### src/rtl/lsu_pkg.sv
// Shared types and constants for the load/store unit: FSM states, one-hot
// Load/Store bit positions and byte-strobe patterns.
package lsu_pkg;

  typedef enum logic [1:0] {
    S_IDLE = 2'd0,
    S_REQ  = 2'd1,
    S_DONE = 2'd2,
    S_ERR  = 2'd3
  } lsu_state_e;

  localparam int LD_LB  = 0;
  localparam int LD_LH  = 1;
  localparam int LD_LW  = 2;
  localparam int LD_LBU = 3;
  localparam int LD_LHU = 4;

  localparam int ST_SB = 0;
  localparam int ST_SH = 1;
  localparam int ST_SW = 2;

  localparam logic [3:0] WSTRB_NONE    = 4'b0000;
  localparam logic [3:0] WSTRB_BYTE0   = 4'b0001;
  localparam logic [3:0] WSTRB_LO_HALF = 4'b0011;
  localparam logic [3:0] WSTRB_HI_HALF = 4'b1100;
  localparam logic [3:0] WSTRB_ALL     = 4'b1111;

  // True when more than one bit of v is set.
  function automatic logic multi_hot(input logic [4:0] v);
    return (v & (v - 5'd1)) != 5'd0;
  endfunction

endpackage

### src/rtl/lsu_if.sv
// Memory-side bus of the load/store unit.
// Handshake: mem_req stays high with addr/we/wstrb/wdata stable until the
// memory raises mem_ack (possibly in the first req cycle); mem_rdata is valid
// only while mem_ack is high. mem_ack while mem_req is low is ignored.
interface lsu_if;
  logic        mem_req;
  logic        mem_we;
  logic [31:0] mem_addr;
  logic [3:0]  mem_wstrb;
  logic [31:0] mem_wdata;
  logic        mem_ack;
  logic [31:0] mem_rdata;

  modport master (
    output mem_req, mem_we, mem_addr, mem_wstrb, mem_wdata,
    input  mem_ack, mem_rdata
  );

  modport slave (
    input  mem_req, mem_we, mem_addr, mem_wstrb, mem_wdata,
    output mem_ack, mem_rdata
  );
endinterface

### src/rtl/lsu_align.sv
// Combinational lane logic: store byte-strobe/data replication and load
// byte/half extraction with sign or zero extension.
module lsu_align
  import lsu_pkg::*;
(
  input  logic [4:0]  load_type,
  input  logic [2:0]  store_type,
  input  logic [1:0]  byte_off,
  input  logic [31:0] st_data,
  input  logic [31:0] ld_word,
  output logic [3:0]  wstrb,
  output logic [31:0] wdata_fmt,
  output logic [31:0] rdata_ext
);

  logic [7:0]  ld_byte;
  logic [15:0] ld_half;

  always_comb begin
    wstrb     = WSTRB_NONE;
    wdata_fmt = st_data;
    if (store_type[ST_SB]) begin
      wstrb     = WSTRB_BYTE0 << byte_off;
      wdata_fmt = {4{st_data[7:0]}};
    end else if (store_type[ST_SH]) begin
      wstrb     = byte_off[1] ? WSTRB_HI_HALF : WSTRB_LO_HALF;
      wdata_fmt = {2{st_data[15:0]}};
    end else if (store_type[ST_SW]) begin
      wstrb     = WSTRB_ALL;
    end
  end

  always_comb begin
    ld_byte = ld_word[7:0];
    case (byte_off)
      2'd0: ld_byte = ld_word[7:0];
      2'd1: ld_byte = ld_word[15:8];
      2'd2: ld_byte = ld_word[23:16];
      2'd3: ld_byte = ld_word[31:24];
      default: ld_byte = ld_word[7:0];
    endcase
    ld_half = byte_off[1] ? ld_word[31:16] : ld_word[15:0];
  end

  always_comb begin
    rdata_ext = 32'd0;
    if (load_type[LD_LB])       rdata_ext = {{24{ld_byte[7]}}, ld_byte};
    else if (load_type[LD_LBU]) rdata_ext = {24'd0, ld_byte};
    else if (load_type[LD_LH])  rdata_ext = {{16{ld_half[15]}}, ld_half};
    else if (load_type[LD_LHU]) rdata_ext = {16'd0, ld_half};
    else if (load_type[LD_LW])  rdata_ext = ld_word;
  end

endmodule

### src/rtl/lsu_controller.sv
// Load/store unit FSM: checks and latches one access in IDLE, runs the memory
// handshake, and pulses done or err. Optional REQ watchdog: LSU_TIMEOUT_EN.
module lsu_controller
  import lsu_pkg::*;
#(
  parameter int unsigned TIMEOUT_CYCLES = 16
) (
  input  logic        clk,
  input  logic        rst,
  input  logic [4:0]  Load,
  input  logic [2:0]  Store,
  input  logic [31:0] addr,
  input  logic [31:0] wdata,
  output logic        stall,
  output logic        done,
  output logic [31:0] rdata,
  output logic        err,
  output lsu_state_e  state_dbg,
  lsu_if.master       mem
);

  lsu_state_e  state_q, state_d;
  logic [4:0]  load_q, load_d;
  logic [2:0]  store_q, store_d;
  logic [31:0] addr_q, addr_d;
  logic [31:0] wdata_q, wdata_d;
  logic [31:0] rdata_q, rdata_d;

  logic        op_present, illegal, misaligned;
  logic [3:0]  al_wstrb;
  logic [31:0] al_wdata, al_rdata;
  logic        to_expired;

  assign op_present = (|Load) || (|Store);
  assign illegal    = multi_hot(Load) || multi_hot({2'b00, Store}) || ((|Load) && (|Store));
  assign misaligned = ((Load[LD_LW] || Store[ST_SW]) && (addr[1:0] != 2'b00)) ||
                      ((Load[LD_LH] || Load[LD_LHU] || Store[ST_SH]) && addr[0]);

  lsu_align u_align (
    .load_type  (load_q),
    .store_type (store_q),
    .byte_off   (addr_q[1:0]),
    .st_data    (wdata_q),
    .ld_word    (mem.mem_rdata),
    .wstrb      (al_wstrb),
    .wdata_fmt  (al_wdata),
    .rdata_ext  (al_rdata)
  );

`ifdef LSU_TIMEOUT_EN
  localparam int unsigned TO_W = $clog2(TIMEOUT_CYCLES + 1);
  logic [TO_W-1:0] to_cnt_q, to_cnt_d;

  always_comb begin
    to_cnt_d = '0;
    if (state_q == S_REQ) to_cnt_d = to_cnt_q + 1'b1;
  end

  // Expires on the last permitted REQ cycle, so mem_req is high for exactly TIMEOUT_CYCLES.
  assign to_expired = (to_cnt_q == TO_W'(TIMEOUT_CYCLES - 1));

  always_ff @(posedge clk or negedge rst) begin
    if (!rst) to_cnt_q <= '0;
    else      to_cnt_q <= to_cnt_d;
  end
`else
  assign to_expired = 1'b0;
  // REQ waits for mem_ack indefinitely; the parameter has no effect here.
  if (TIMEOUT_CYCLES == 0) begin : g_timeout_unused
  end
`endif

  always_comb begin
    state_d       = state_q;
    load_d        = load_q;
    store_d       = store_q;
    addr_d        = addr_q;
    wdata_d       = wdata_q;
    rdata_d       = rdata_q;
    stall         = 1'b0;
    done          = 1'b0;
    err           = 1'b0;
    rdata         = 32'd0;
    mem.mem_req   = 1'b0;
    mem.mem_we    = 1'b0;
    mem.mem_wstrb = WSTRB_NONE;
    mem.mem_wdata = 32'd0;

    case (state_q)
      S_IDLE: begin
        if (op_present) begin
          stall = 1'b1;
          if (illegal || misaligned) begin
            state_d = S_ERR;
          end else begin
            state_d = S_REQ;
            load_d  = Load;
            store_d = Store;
            addr_d  = addr;
            wdata_d = wdata;
          end
        end
      end
      S_REQ: begin
        stall         = 1'b1;
        mem.mem_req   = 1'b1;
        mem.mem_we    = |store_q;
        mem.mem_wstrb = al_wstrb;
        mem.mem_wdata = (|store_q) ? al_wdata : 32'd0;
        if (mem.mem_ack) begin
          state_d = S_DONE;
          rdata_d = (|load_q) ? al_rdata : 32'd0;
        end else if (to_expired) begin
          state_d = S_ERR;
        end
      end
      S_DONE: begin
        done    = 1'b1;
        rdata   = rdata_q;
        state_d = S_IDLE;
      end
      S_ERR: begin
        err     = 1'b1;
        state_d = S_IDLE;
      end
      default: state_d = S_IDLE;
    endcase
  end

  assign mem.mem_addr = {addr_q[31:2], 2'b00};
  assign state_dbg    = state_q;

  always_ff @(posedge clk or negedge rst) begin
    if (!rst) begin
      state_q <= S_IDLE;
      load_q  <= 5'd0;
      store_q <= 3'd0;
      addr_q  <= 32'd0;
      wdata_q <= 32'd0;
      rdata_q <= 32'd0;
    end else begin
      state_q <= state_d;
      load_q  <= load_d;
      store_q <= store_d;
      addr_q  <= addr_d;
      wdata_q <= wdata_d;
      rdata_q <= rdata_d;
    end
  end

endmodule

### src/flat_wrapper.sv
// flat-port wrapper written by rule: the top's interface ports become plain ports
module lsu_controller_flat import lsu_pkg::*;
#(
  parameter int unsigned TIMEOUT_CYCLES = 16
)
  (clk, rst, Load, Store, addr, wdata, stall, done, rdata, err, state_dbg, mem_mem_req, mem_mem_we, mem_mem_addr, mem_mem_wstrb, mem_mem_wdata, mem_mem_ack, mem_mem_rdata);
  lsu_if mem_i ();
  input  logic clk;
  input  logic rst;
  input  logic [4:0] Load;
  input  logic [2:0] Store;
  input  logic [31:0] addr;
  input  logic [31:0] wdata;
  output logic stall;
  output logic done;
  output logic [31:0] rdata;
  output logic err;
  output lsu_state_e state_dbg;
  output wire logic [$bits(mem_i.mem_req)-1:0] mem_mem_req;
  output wire logic [$bits(mem_i.mem_we)-1:0] mem_mem_we;
  output wire logic [$bits(mem_i.mem_addr)-1:0] mem_mem_addr;
  output wire logic [$bits(mem_i.mem_wstrb)-1:0] mem_mem_wstrb;
  output wire logic [$bits(mem_i.mem_wdata)-1:0] mem_mem_wdata;
  input wire logic [$bits(mem_i.mem_ack)-1:0] mem_mem_ack;
  input wire logic [$bits(mem_i.mem_rdata)-1:0] mem_mem_rdata;
  assign mem_mem_req = mem_i.mem_req;
  assign mem_mem_we = mem_i.mem_we;
  assign mem_mem_addr = mem_i.mem_addr;
  assign mem_mem_wstrb = mem_i.mem_wstrb;
  assign mem_mem_wdata = mem_i.mem_wdata;
  assign mem_i.mem_ack = mem_mem_ack;
  assign mem_i.mem_rdata = mem_mem_rdata;
  lsu_controller #(.TIMEOUT_CYCLES(TIMEOUT_CYCLES)) u_core (.clk(clk), .rst(rst), .Load(Load), .Store(Store), .addr(addr), .wdata(wdata), .stall(stall), .done(done), .rdata(rdata), .err(err), .state_dbg(state_dbg), .mem(mem_i));
endmodule
### config.mk
export PLATFORM = sky130hd
export DESIGN_NAME = lsu_controller_flat
export DESIGN_NICKNAME = d
export VERILOG_FILES = /design/src/rtl/lsu_pkg.sv /design/src/rtl/lsu_if.sv /design/src/rtl/lsu_align.sv /design/src/rtl/lsu_controller.sv /design/src/flat_wrapper.sv
export SDC_FILE = /design/constraint.sdc
export NUM_CORES = 1
export LEC_CHECK = 0
export CAP_MARGIN = 20
export CORE_MARGIN = 4
export CORE_UTILIZATION = 42
export CTS_CLUSTER_DIAMETER = 30
export CTS_CLUSTER_SIZE = 8
export DETAILED_ROUTE_END_ITERATION = 10
export PLACE_DENSITY_LB_ADDON = 0.3
export SLEW_MARGIN = 20
export SYNTH_ARGS = -nofsm -noshare
export SYNTH_HDL_FRONTEND = slang
export SYNTH_SLANG_ARGS = --single-unit
### constraint.sdc
create_clock -name clk -period 1.6 [get_ports clk]
set_input_delay 0.24 -clock clk [delete_from_list [all_inputs] [get_ports clk]]
set_output_delay 0.24 -clock clk [all_outputs]
set_load 0.03 [all_outputs]
==> flow_metrics.py, run 1 <==
metrics = {
    "power_and_ir_drop": {
        "p_total_mw": 12.8,
        "power_leakage_nw": 5.28,
        "ir_worst_vdd_mv": 0.739,
        "power_density_nw_per_um2": 1170,
    },
    "detailed_routing": {
        "routed_wl_um": 22500,
        "num_vias": 5723,
        "post-route-drc-count": 0,
        "drtIter0Drc": 403,
        "vias_per_cell": 5.38,
        "postRouteAntennaNets": 0,
        "dr.pass1.iters": 5,
        "wl_per_cell_um": 21.1,
    },
    "clocking": {
        "cts_buffers": 9,
        "ctsLongestPathBuffers": 2,
        "cts_root_buffer": "clkbuf_16",
        "clock_latency_ns": 0.35,
        "htreeDepth": 3,
        "path_clk_slew_ns": 0.08,
        "cts_tree": "done",
        "clock_sinks": 106,
    },
    "global_routing": {
        "antenna_found_initial": 0,
        "grt-ovfl-total": 0,
        "first_global_vias": 6143,
        "grt_max_degree": 37,
        "grt_pass1_wl_um": 33400,
        "grt_util_all_layers": 0.257,
    },
    "cells_and_area": {
        "diodes": 0,
        "area_growth_pct": 75.8,
        "drive_gt1_frac": 0.533,
        "final_cells": 1064,
        "n_fill_cell": 893,
        "fin_nets": 982,
    },
    "outcome": {
        "violations": "negative setup slack",
        "status": "complete, but fails checks",
    },
    "timing": {
        "finalHoldViolations": 0,
        "fin_crit_sh": 1.27,
        "setup_viol_count_final": 155,
        "layout_setup_ws_ns": -0.438,
        "skew_ns": 0.0141,
        "timing.hold.ws_ns": 0.317,
        "rsz0062_at_grt": "yes",
        "max_freq_ghz": 0.491,
        "period_minus_slack_ns": 2.04,
        "slew_viol_final": 0,
    },
    "synthesis": {
        "ys_ff_latch": 106,
        "synth_flop_cell": "dfrtp_1",
        "yosysWarnings": 0,
        "syn_area_um2": 6180,
        "avgSynthCellArea_um2": 10.9,
        "synth_edf_count": 0,
        "ys_types": 36,
        "netlist_instances": 568,
        "yosysSeqAreaShare": 0.429,
        "async_flop_share": 1.00,
    },
    "floorplan": {
        "row_count": 44,
        "die_h_um": 129,
        "core-area_um2": 14500,
        "ios": 214,
        "start_util": 0.427,
        "dieArea_um2": 16700,
        "die_w_um": 129,
    },
    "placement": {
        "port_buffers": 211,
        "gp_congestion": 0.896,
        "place.detailed.hpwl_um": 14100,
        "dp.cells": 999,
    },
    "setup_path": {
        "reg2reg_from": "u_core.state_dbg[1]$_DFFE_PN0P_",
        "cp-endpoint": "mem_mem_wdata[1]",
        "cp-start-kind": "flip-flop",
        "worstSetupEndpointType": "output pin",
        "r2r_slack_ns": -0.41,
        "setup.worst_path.class": "flip-flop to output pin",
        "r2r_cells": 7,
        "r2r_end": "u_core.addr_q[22]$_DFFE_PN0P_",
        "startpoint": "u_core.store_q[1]$_DFFE_PN0P_",
        "critical_path.max_fanout": 6,
        "crit_required_ns": 1.36,
        "critPathArrivalTime_ns": 1.80,
    },
    "hold_path": {
        "hold_path_class": "input port to flip-flop",
    },
    "run": {
        "cap_violations": 0,
    },
}
==> synthesized netlist by cell type (3+ instances only) <==
master | count | area share
and2_1 | 42 | 0.043
nor2_1 | 32 | 0.019
inv_1 | 5 | 0.0030
buf_1 | 3 | 0.0018
buf_4 | 33 | 0.040
a221o_1 | 8 | 0.013
dfrtp_1 | 106 | 0.43
nand2_1 | 51 | 0.031
clkbuf_1 | 25 | 0.015
mux2_4 | 70 | 0.17
nor2b_1 | 4 | 0.0040
a21oi_1 | 45 | 0.036
o21ai_0 | 54 | 0.044
a21o_1 | 18 | 0.022
nand3_1 | 10 | 0.0081
mux2i_1 | 24 | 0.039
mux4_2 | 8 | 0.029
buf_12 | 7 | 0.023
==> cells in the final DEF, fill, tap and decap left out, drive strengths merged, types with 32 or more instances in the layout <==
cell type	instances
buf	225
dfrtp	106
clkdlybuf4s50	96
mux2	72
o21ai	55
nand2	51
a21oi	45
and2	42
dlygate4sd2	35
nor2	32
==> power by group <==
part / switching [mW] / leakage, nW / internal (mW) / total [mW]
sequential: 0.477 / 1.43 / 3.32 / 3.80
clock: 1.02 / 0.165 / 1.50 / 2.52
combinational: 3.18 / 3.68 / 3.27 / 6.44
total: 4.68 / 5.28 / 8.09 / 12.8
==> routing by layer <==
layer / global-route usage / vias up / wire, um
li1: - / 2563 / -
met5: 0 / - / 0
met2: 0.439 / 253 / 11400
met4: 0.0871 / 0 / 708
met1: 0.320 / 2847 / 8860
met3: 0.0622 / 60 / 1530
==> per-stage QoR <==
stage	TNS, ns	utilization	area, um^2	setup slack, ns
2_1_floorplan	-14.39	-	6540	-0.177
3_3_place_gp	-70.90	0.637	9220	-0.788
3_5_place_dp	-75.04	0.637	9220	-0.855
4_1_cts	-44.14	0.734	10600	-0.381
5_1_grt	-53.89	0.751	10900	-0.498
6_report	-42.05	0.751	10900	-0.438
==> layout make-up <==
type	count	area, um^2	area share
multi-input cells	387	3650	0.336
clock inverters	4	72.6	0.00668
inverters	6	37.5	0.00345
clock buffers	12	267	0.0245
well taps	184	230	0.0212
repair buffers	365	3950	0.364
flip-flops and latches	106	2660	0.245
==> critical path: stages, from the launching register on <==
cell and delay [ns]:
dfrtp_1 0.40, or2_4 0.28, o21ai_4 0.16, buf_12 0.15, inv_8 0.04, buf_6 0.12, and2_4 0.16, buf_6 0.13
==> timing repair <==
item | in CTS | in global routing
endpoints found under the hold margin | 21 | 0
buffers inserted | 34 | 12
pin swaps | 39 | 23
hold buffers | 1 | 0
cloned | 11 | 3
gates resized for setup | 359 | 117
setup endpoints to repair | 200 | 177
==> sequential cells by signal, indices dropped and copies added (netlist names) <==
| signal | count |
|---|---|
| u_core.wdata_q | 32 |
| u_core.rdata_q | 32 |
| u_core.load_q | 5 |
| u_core.state_dbg | 2 |
| u_core.store_q | 3 |
| u_core.addr_q | 32 |
==> cells by family after synthesis <==
group,Yosys count,share of synthesized area
AND/OR/NAND/NOR,149,0.118
AO/OA/AOI/OAI,132,0.123
flip-flops,106,0.429
multiplexers,104,0.242
buffers and inverters,76,0.0866
other,1,0.000607
==> worst min path at each step <==
stage | from | end | slack [ns] | depth (start not counted)
after global placement | rst | u_core.wdata_q[26]$_DFFE_PN0P_ | 0.17 | 1
after global routing | Load[4] | u_core.load_q[4]$_DFFE_PN0P_ | 0.32 | 3
after floorplan | rst | u_core.addr_q[0]$_DFFE_PN0P_ | -0.06 | 0
after CTS | rst | u_core.wdata_q[16]$_DFFE_PN0P_ | 0.34 | 2
after detailed placement | rst | u_core.wdata_q[10]$_DFFE_PN0P_ | 0.18 | 1
final | Load[4] | u_core.load_q[4]$_DFFE_PN0P_ | 0.32 | 3
Note: power is estimated with default switching activity, not from simulation.
==> inputs of run 2 (changes only) <==
==> constraint.sdc (replaced) <==
create_clock -name clk -period 1.6 [get_ports clk]
set_input_delay 0.48 -clock clk [delete_from_list [all_inputs] [get_ports clk]]
set_output_delay 0.48 -clock clk [all_outputs]
set_load 0.03 [all_outputs]
==> flow_metrics.py, run 2 (same netlist as run 1, synthesis figures left out) <==
metrics = {
    "global_routing": {
        "grt_util_all_layers": 0.236,
        "grt_max_degree": 46,
        "grt-ovfl-total": 0,
        "first_global_vias": 5814,
        "antenna_found_initial": 3,
        "grt_pass1_wl_um": 30900,
    },
    "power_and_ir_drop": {
        "ir_worst_vdd_mv": 0.674,
        "power_density_nw_per_um2": 1140,
        "power_leakage_nw": 5.09,
        "p_total_mw": 12.0,
    },
    "timing": {
        "setup_viol_count_final": 147,
        "timing.hold.ws_ns": 0.0324,
        "rsz0062_at_grt": "yes",
        "tns_ns": -59.09,
        "fin_crit_sh": 1.36,
        "skew_ns": 0.00962,
        "slew_viol_final": 0,
        "period_minus_slack_ns": 2.17,
        "finalHoldViolations": 0,
        "layout_setup_ws_ns": -0.570,
        "max_freq_ghz": 0.461,
    },
    "cells_and_area": {
        "drive_gt1_frac": 0.532,
        "stdcell_area_um2": 10600,
        "most-common-layout-cells": "dfrtp_1 (104), clkdlybuf4s50_1 (91), buf_4 (90)",
        "final_common_cell": "dfrtp_1",
        "final_cells": 1049,
        "fin_nets": 965,
        "area_growth_pct": 70.7,
        "top_regs": "u_core.addr_q: 32 flops, u_core.rdata_q: 32 flops, u_core.wdata_q: 32 flops",
        "utilization": 0.729,
    },
    "floorplan": {
        "row_count": 44,
        "die_w_um": 129,
        "die_h_um": 129,
        "ios": 214,
        "dieArea_um2": 16700,
        "core-area_um2": 14500,
        "start_util": 0.427,
    },
    "clocking": {
        "clock_latency_ns": 0.35,
        "clock_sinks": 106,
        "ctsLongestPathBuffers": 2,
        "cts_buffers": 9,
        "htreeDepth": 3,
        "cts_root_buffer": "clkbuf_16",
        "ctsHoldBuffers": 0,
        "cts_tree": "done",
        "path_clk_slew_ns": 0.07,
    },
    "outcome": {
        "violations": "negative setup slack",
        "status": "complete, but fails checks",
    },
    "setup_path": {
        "cp-start-kind": "flip-flop",
        "critPathArrivalTime_ns": 1.69,
        "crit_required_ns": 1.12,
        "critical_path.max_fanout": 8,
        "worstSetupEndpointType": "output pin",
        "setup.worst_path.class": "flip-flop to output pin",
    },
    "placement": {
        "place_ws_ns": -0.992,
        "place.detailed.hpwl_um": 13800,
        "port_buffers": 211,
        "placed_cell_area_um2": 9280,
        "gp_congestion": 0.905,
        "dp.cells": 1002,
    },
    "detailed_routing": {
        "vias_per_cell": 5.30,
        "num_vias": 5559,
        "post-route-drc-count": 0,
        "drtIter0Drc": 371,
        "postRouteAntennaNets": 0,
        "dr.pass1.iters": 5,
        "wl_per_cell_um": 19.5,
        "routed_wl_um": 20500,
    },
    "run": {
        "cap_violations": 0,
    },
    "hold_path": {
        "hold_path_class": "input port to async pin",
    },
}
## run 2: cell types whose count changed in the layout (fill, tap and decap cells not counted), sizes merged
cell | previous run | this run
dlygate4sd2 | 35 | 5
diode | 0 | 2
bufinv | 2 | 1
bufbuf | 1 | 0
buf | 225 | 214
clkbuf | 16 | 31
clkinv | 1 | 3
dlygate4sd3 | 1 | 0
clkdlybuf4s50 | 96 | 91
dlymetal6s2s | 1 | 0
clkdlybuf4s15 | 2 | 18
## run 2: where the power goes
part           internal (mW)  switching, mW
Sequential              3.32          0.465
Combinational           3.01           2.95
Clock                   1.29          0.992
Total                   7.62           4.41
## run 2: layout make-up
| class | count | area (um^2) |
|---|---|---|
| clock buffers | 11 | 253 |
| fillers | 933 | 3930 |
| multi-input cells | 387 | 3570 |
| inverters | 6 | 37.5 |
| diodes | 2 | 5.00 |
| repair buffers | 348 | 3740 |
| well taps | 184 | 230 |
| clock inverters | 5 | 52.6 |
| flip-flops and latches | 106 | 2660 |
## run 2: what timing repair did
action	4_1_cts	5_1_grt
resized for setup	348	123
gates cloned	10	8
pin swaps	9	45
buffers inserted	10	11
setup endpoints to repair	202	204
## run 2: worst paths after layout
check,slack [ns],from,depth (start not counted),end
hold reg to reg,0.49,u_core.rdata_q[16]$_DFFE_PN0P_,2,u_core.rdata_q[16]$_DFFE_PN0P_
hold / removal,0.03,rst,1,u_core.wdata_q[25]$_DFFE_PN0P_
max in group asynchronous,0.99,rst,2,u_core.rdata_q[23]$_DFFE_PN0P_
setup / recovery,-0.57,u_core.store_q[0]$_DFFE_PN0P_,6,mem_mem_wdata[23]
setup reg to reg,-0.40,u_core.state_dbg[1]$_DFFE_PN0P_,7,u_core.wdata_q[30]$_DFFE_PN0P_
min in group clk,0.42,Load[1],2,u_core.load_q[1]$_DFFE_PN0P_
## run 2: critical path, cell delays in order, from the launching register on
cell,delay (ns)
dfrtp_1,0.41
or2_4,0.27
o21ai_4,0.14
buf_12,0.17
buf_12,0.16
a21oi_4,0.04
buf_6,0.14
## run 2: per-layer routing
metal	GRT usage	up-vias	share of wire
li1	-	2532	-
met1	0.307	2711	0.40
met2	0.394	261	0.49
met3	0.0478	53	0.080
met4	0.0797	2	0.028
met5	0	-	0.00098
==> inputs of run 3 (changes only) <==
CORE_ASPECT_RATIO = 1.2   (was default)
==> flow_metrics.py, run 3 (same netlist as run 1, synthesis figures left out) <==
metrics = {
    "clocking": {
        "clock_sinks": 106,
        "path_clk_slew_ns": 0.07,
        "cts_buffers": 9,
        "cts_root_buffer": "clkbuf_16",
        "htreeDepth": 3,
        "clock_latency_ns": 0.35,
        "ctsLongestPathBuffers": 2,
        "cts_tree": "done",
    },
    "hold_path": {
        "min-delay-start": "Load[1]",
        "hold_path_class": "input port to flip-flop",
    },
    "placement": {
        "port_buffers": 211,
        "placed_cell_area_um2": 9360,
        "place.detailed.hpwl_um": 15000,
        "dp.cells": 995,
        "place_ws_ns": -1.10,
        "gp_congestion": 0.953,
    },
    "power_and_ir_drop": {
        "p_clk_frac": 0.180,
        "ir_worst_vdd_mv": 0.614,
        "power_leakage_nw": 5.20,
        "p_int_mw": 7.93,
        "power_density_nw_per_um2": 1180,
        "power_frac_comb": 0.520,
        "swShare": 0.374,
        "p_switching_mw": 4.75,
        "seq_power_share": 0.300,
    },
    "timing": {
        "skew_ns": 0.0161,
        "rsz0062_at_grt": "yes",
        "max_freq_ghz": 0.440,
        "timing.hold.ws_ns": 0.442,
        "period_minus_slack_ns": 2.27,
        "fin_crit_sh": 1.42,
        "finalHoldViolations": 0,
        "setup_viol_count_final": 171,
        "slew_viol_final": 0,
        "layout_setup_ws_ns": -0.672,
    },
    "cells_and_area": {
        "utilization": 0.746,
        "most-common-layout-cells": "dfrtp_1 (102), buf_6 (93), clkdlybuf4s50_1 (91)",
        "final_common_cell": "dfrtp_1",
        "area_growth_pct": 74.0,
        "drive_gt1_frac": 0.545,
        "top_regs": "u_core.addr_q: 32 flops, u_core.rdata_q: 32 flops, u_core.wdata_q: 32 flops",
        "fin_nets": 979,
        "final_cells": 1052,
        "stdcell_area_um2": 10800,
    },
    "global_routing": {
        "first_global_vias": 6281,
        "grt_pass1_wl_um": 34800,
        "grt-ovfl-total": 0,
        "grt_max_degree": 37,
        "antenna_found_initial": 1,
        "grt_util_all_layers": 0.265,
    },
    "detailed_routing": {
        "vias_per_cell": 5.43,
        "routed_wl_um": 22400,
        "postRouteAntennaNets": 0,
        "num_vias": 5708,
        "post-route-drc-count": 0,
        "wl_per_cell_um": 21.3,
        "dr.pass1.iters": 4,
        "drtIter0Drc": 441,
    },
    "setup_path": {
        "critPathArrivalTime_ns": 1.79,
        "worstSetupEndpointType": "output pin",
        "startpoint": "u_core.store_q[0]$_DFFE_PN0P_",
        "critical_path.max_fanout": 6,
        "crit_required_ns": 1.12,
        "setup.worst_path.class": "flip-flop to output pin",
        "reg2reg_from": "u_core.state_dbg[0]$_DFFE_PN0P_",
        "cp-start-kind": "flip-flop",
    },
    "outcome": {
        "violations": "negative setup slack",
        "status": "complete, but fails checks",
    },
    "floorplan": {
        "start_util": 0.429,
        "dieArea_um2": 16700,
        "row_count": 48,
        "core-area_um2": 14400,
        "ios": 214,
        "die_h_um": 141,
        "die_w_um": 119,
    },
    "run": {
        "cap_violations": 0,
    },
}
run 3: layout make-up:
class	count	area, um^2
well taps	175	219
inverters	6	37.5
clock buffers	9	225
flip-flops and latches	106	2660
diodes	1	2.50
fillers	921	3660
repair buffers	360	3900
clock inverters	6	72.6
multi-input cells	389	3640
run 3: final timing paths:
kind | endpoint | slack [ns] | cells after the start
hold / removal | u_core.load_q[1]$_DFFE_PN0P_ | 0.44 | 2
setup / recovery | mem_mem_wdata[9] | -0.67 | 6
max in group asynchronous | u_core.rdata_q[17]$_DFFE_PN0P_ | 0.59 | 3
min in group asynchronous | u_core.rdata_q[4]$_DFFE_PN0P_ | 0.52 | 2
setup reg to reg | u_core.wdata_q[22]$_DFFE_PN0P_ | -0.46 | 7
hold reg to reg | u_core.rdata_q[2]$_DFFE_PN0P_ | 0.48 | 2
run 3: repair_timing:
action | 4_1_cts | 5_1_grt
gates cloned | 15 | 1
hold buffers | 1 | 0
pin swaps | 26 | 11
buffers inserted | 23 | 10
endpoints found under the hold margin | 9 | 0
setup endpoints to repair | 207 | 198
resized for setup | 419 | 77
run 3: power by group through the flow:
stage	logic, mW	clock network, mW	registers [mW]
after floorplan	3.27	0	3.71
after global placement	5.18	0	3.75
after detailed placement	5.28	0	3.78
after CTS	6.18	2.33	3.77
after global routing	6.95	2.45	3.86
final	6.59	2.29	3.80
run 3: metrics by stage:
stage | power [mW] | setup TNS (ns)
6_report | 12.7 | -71.02
5_1_grt | 13.3 | -79.15
4_1_cts | 12.3 | -68.08
3_5_place_dp | 9.06 | -115.16
3_3_place_gp | 8.93 | -110.05
2_1_floorplan | 6.98 | -33.35
run 3: worst max-delay path, stage by stage, from the launching register on:
cell and delay (ns):
dfrtp_1 0.43, or2_4 0.30, o21ai_4 0.22, buf_12 0.16, buf_12 0.14, nor2_4 0.04
buf_6 0.14
run 3: routing by layer:
metal | global-route usage | vias up | routed length [um]
met5 | 0 | - | 0
met4 | 0.114 | 0 | 743
met3 | 0.0558 | 49 | 1420
met2 | 0.459 | 263 | 11500
met1 | 0.320 | 2823 | 8740
li1 | - | 2573 | -
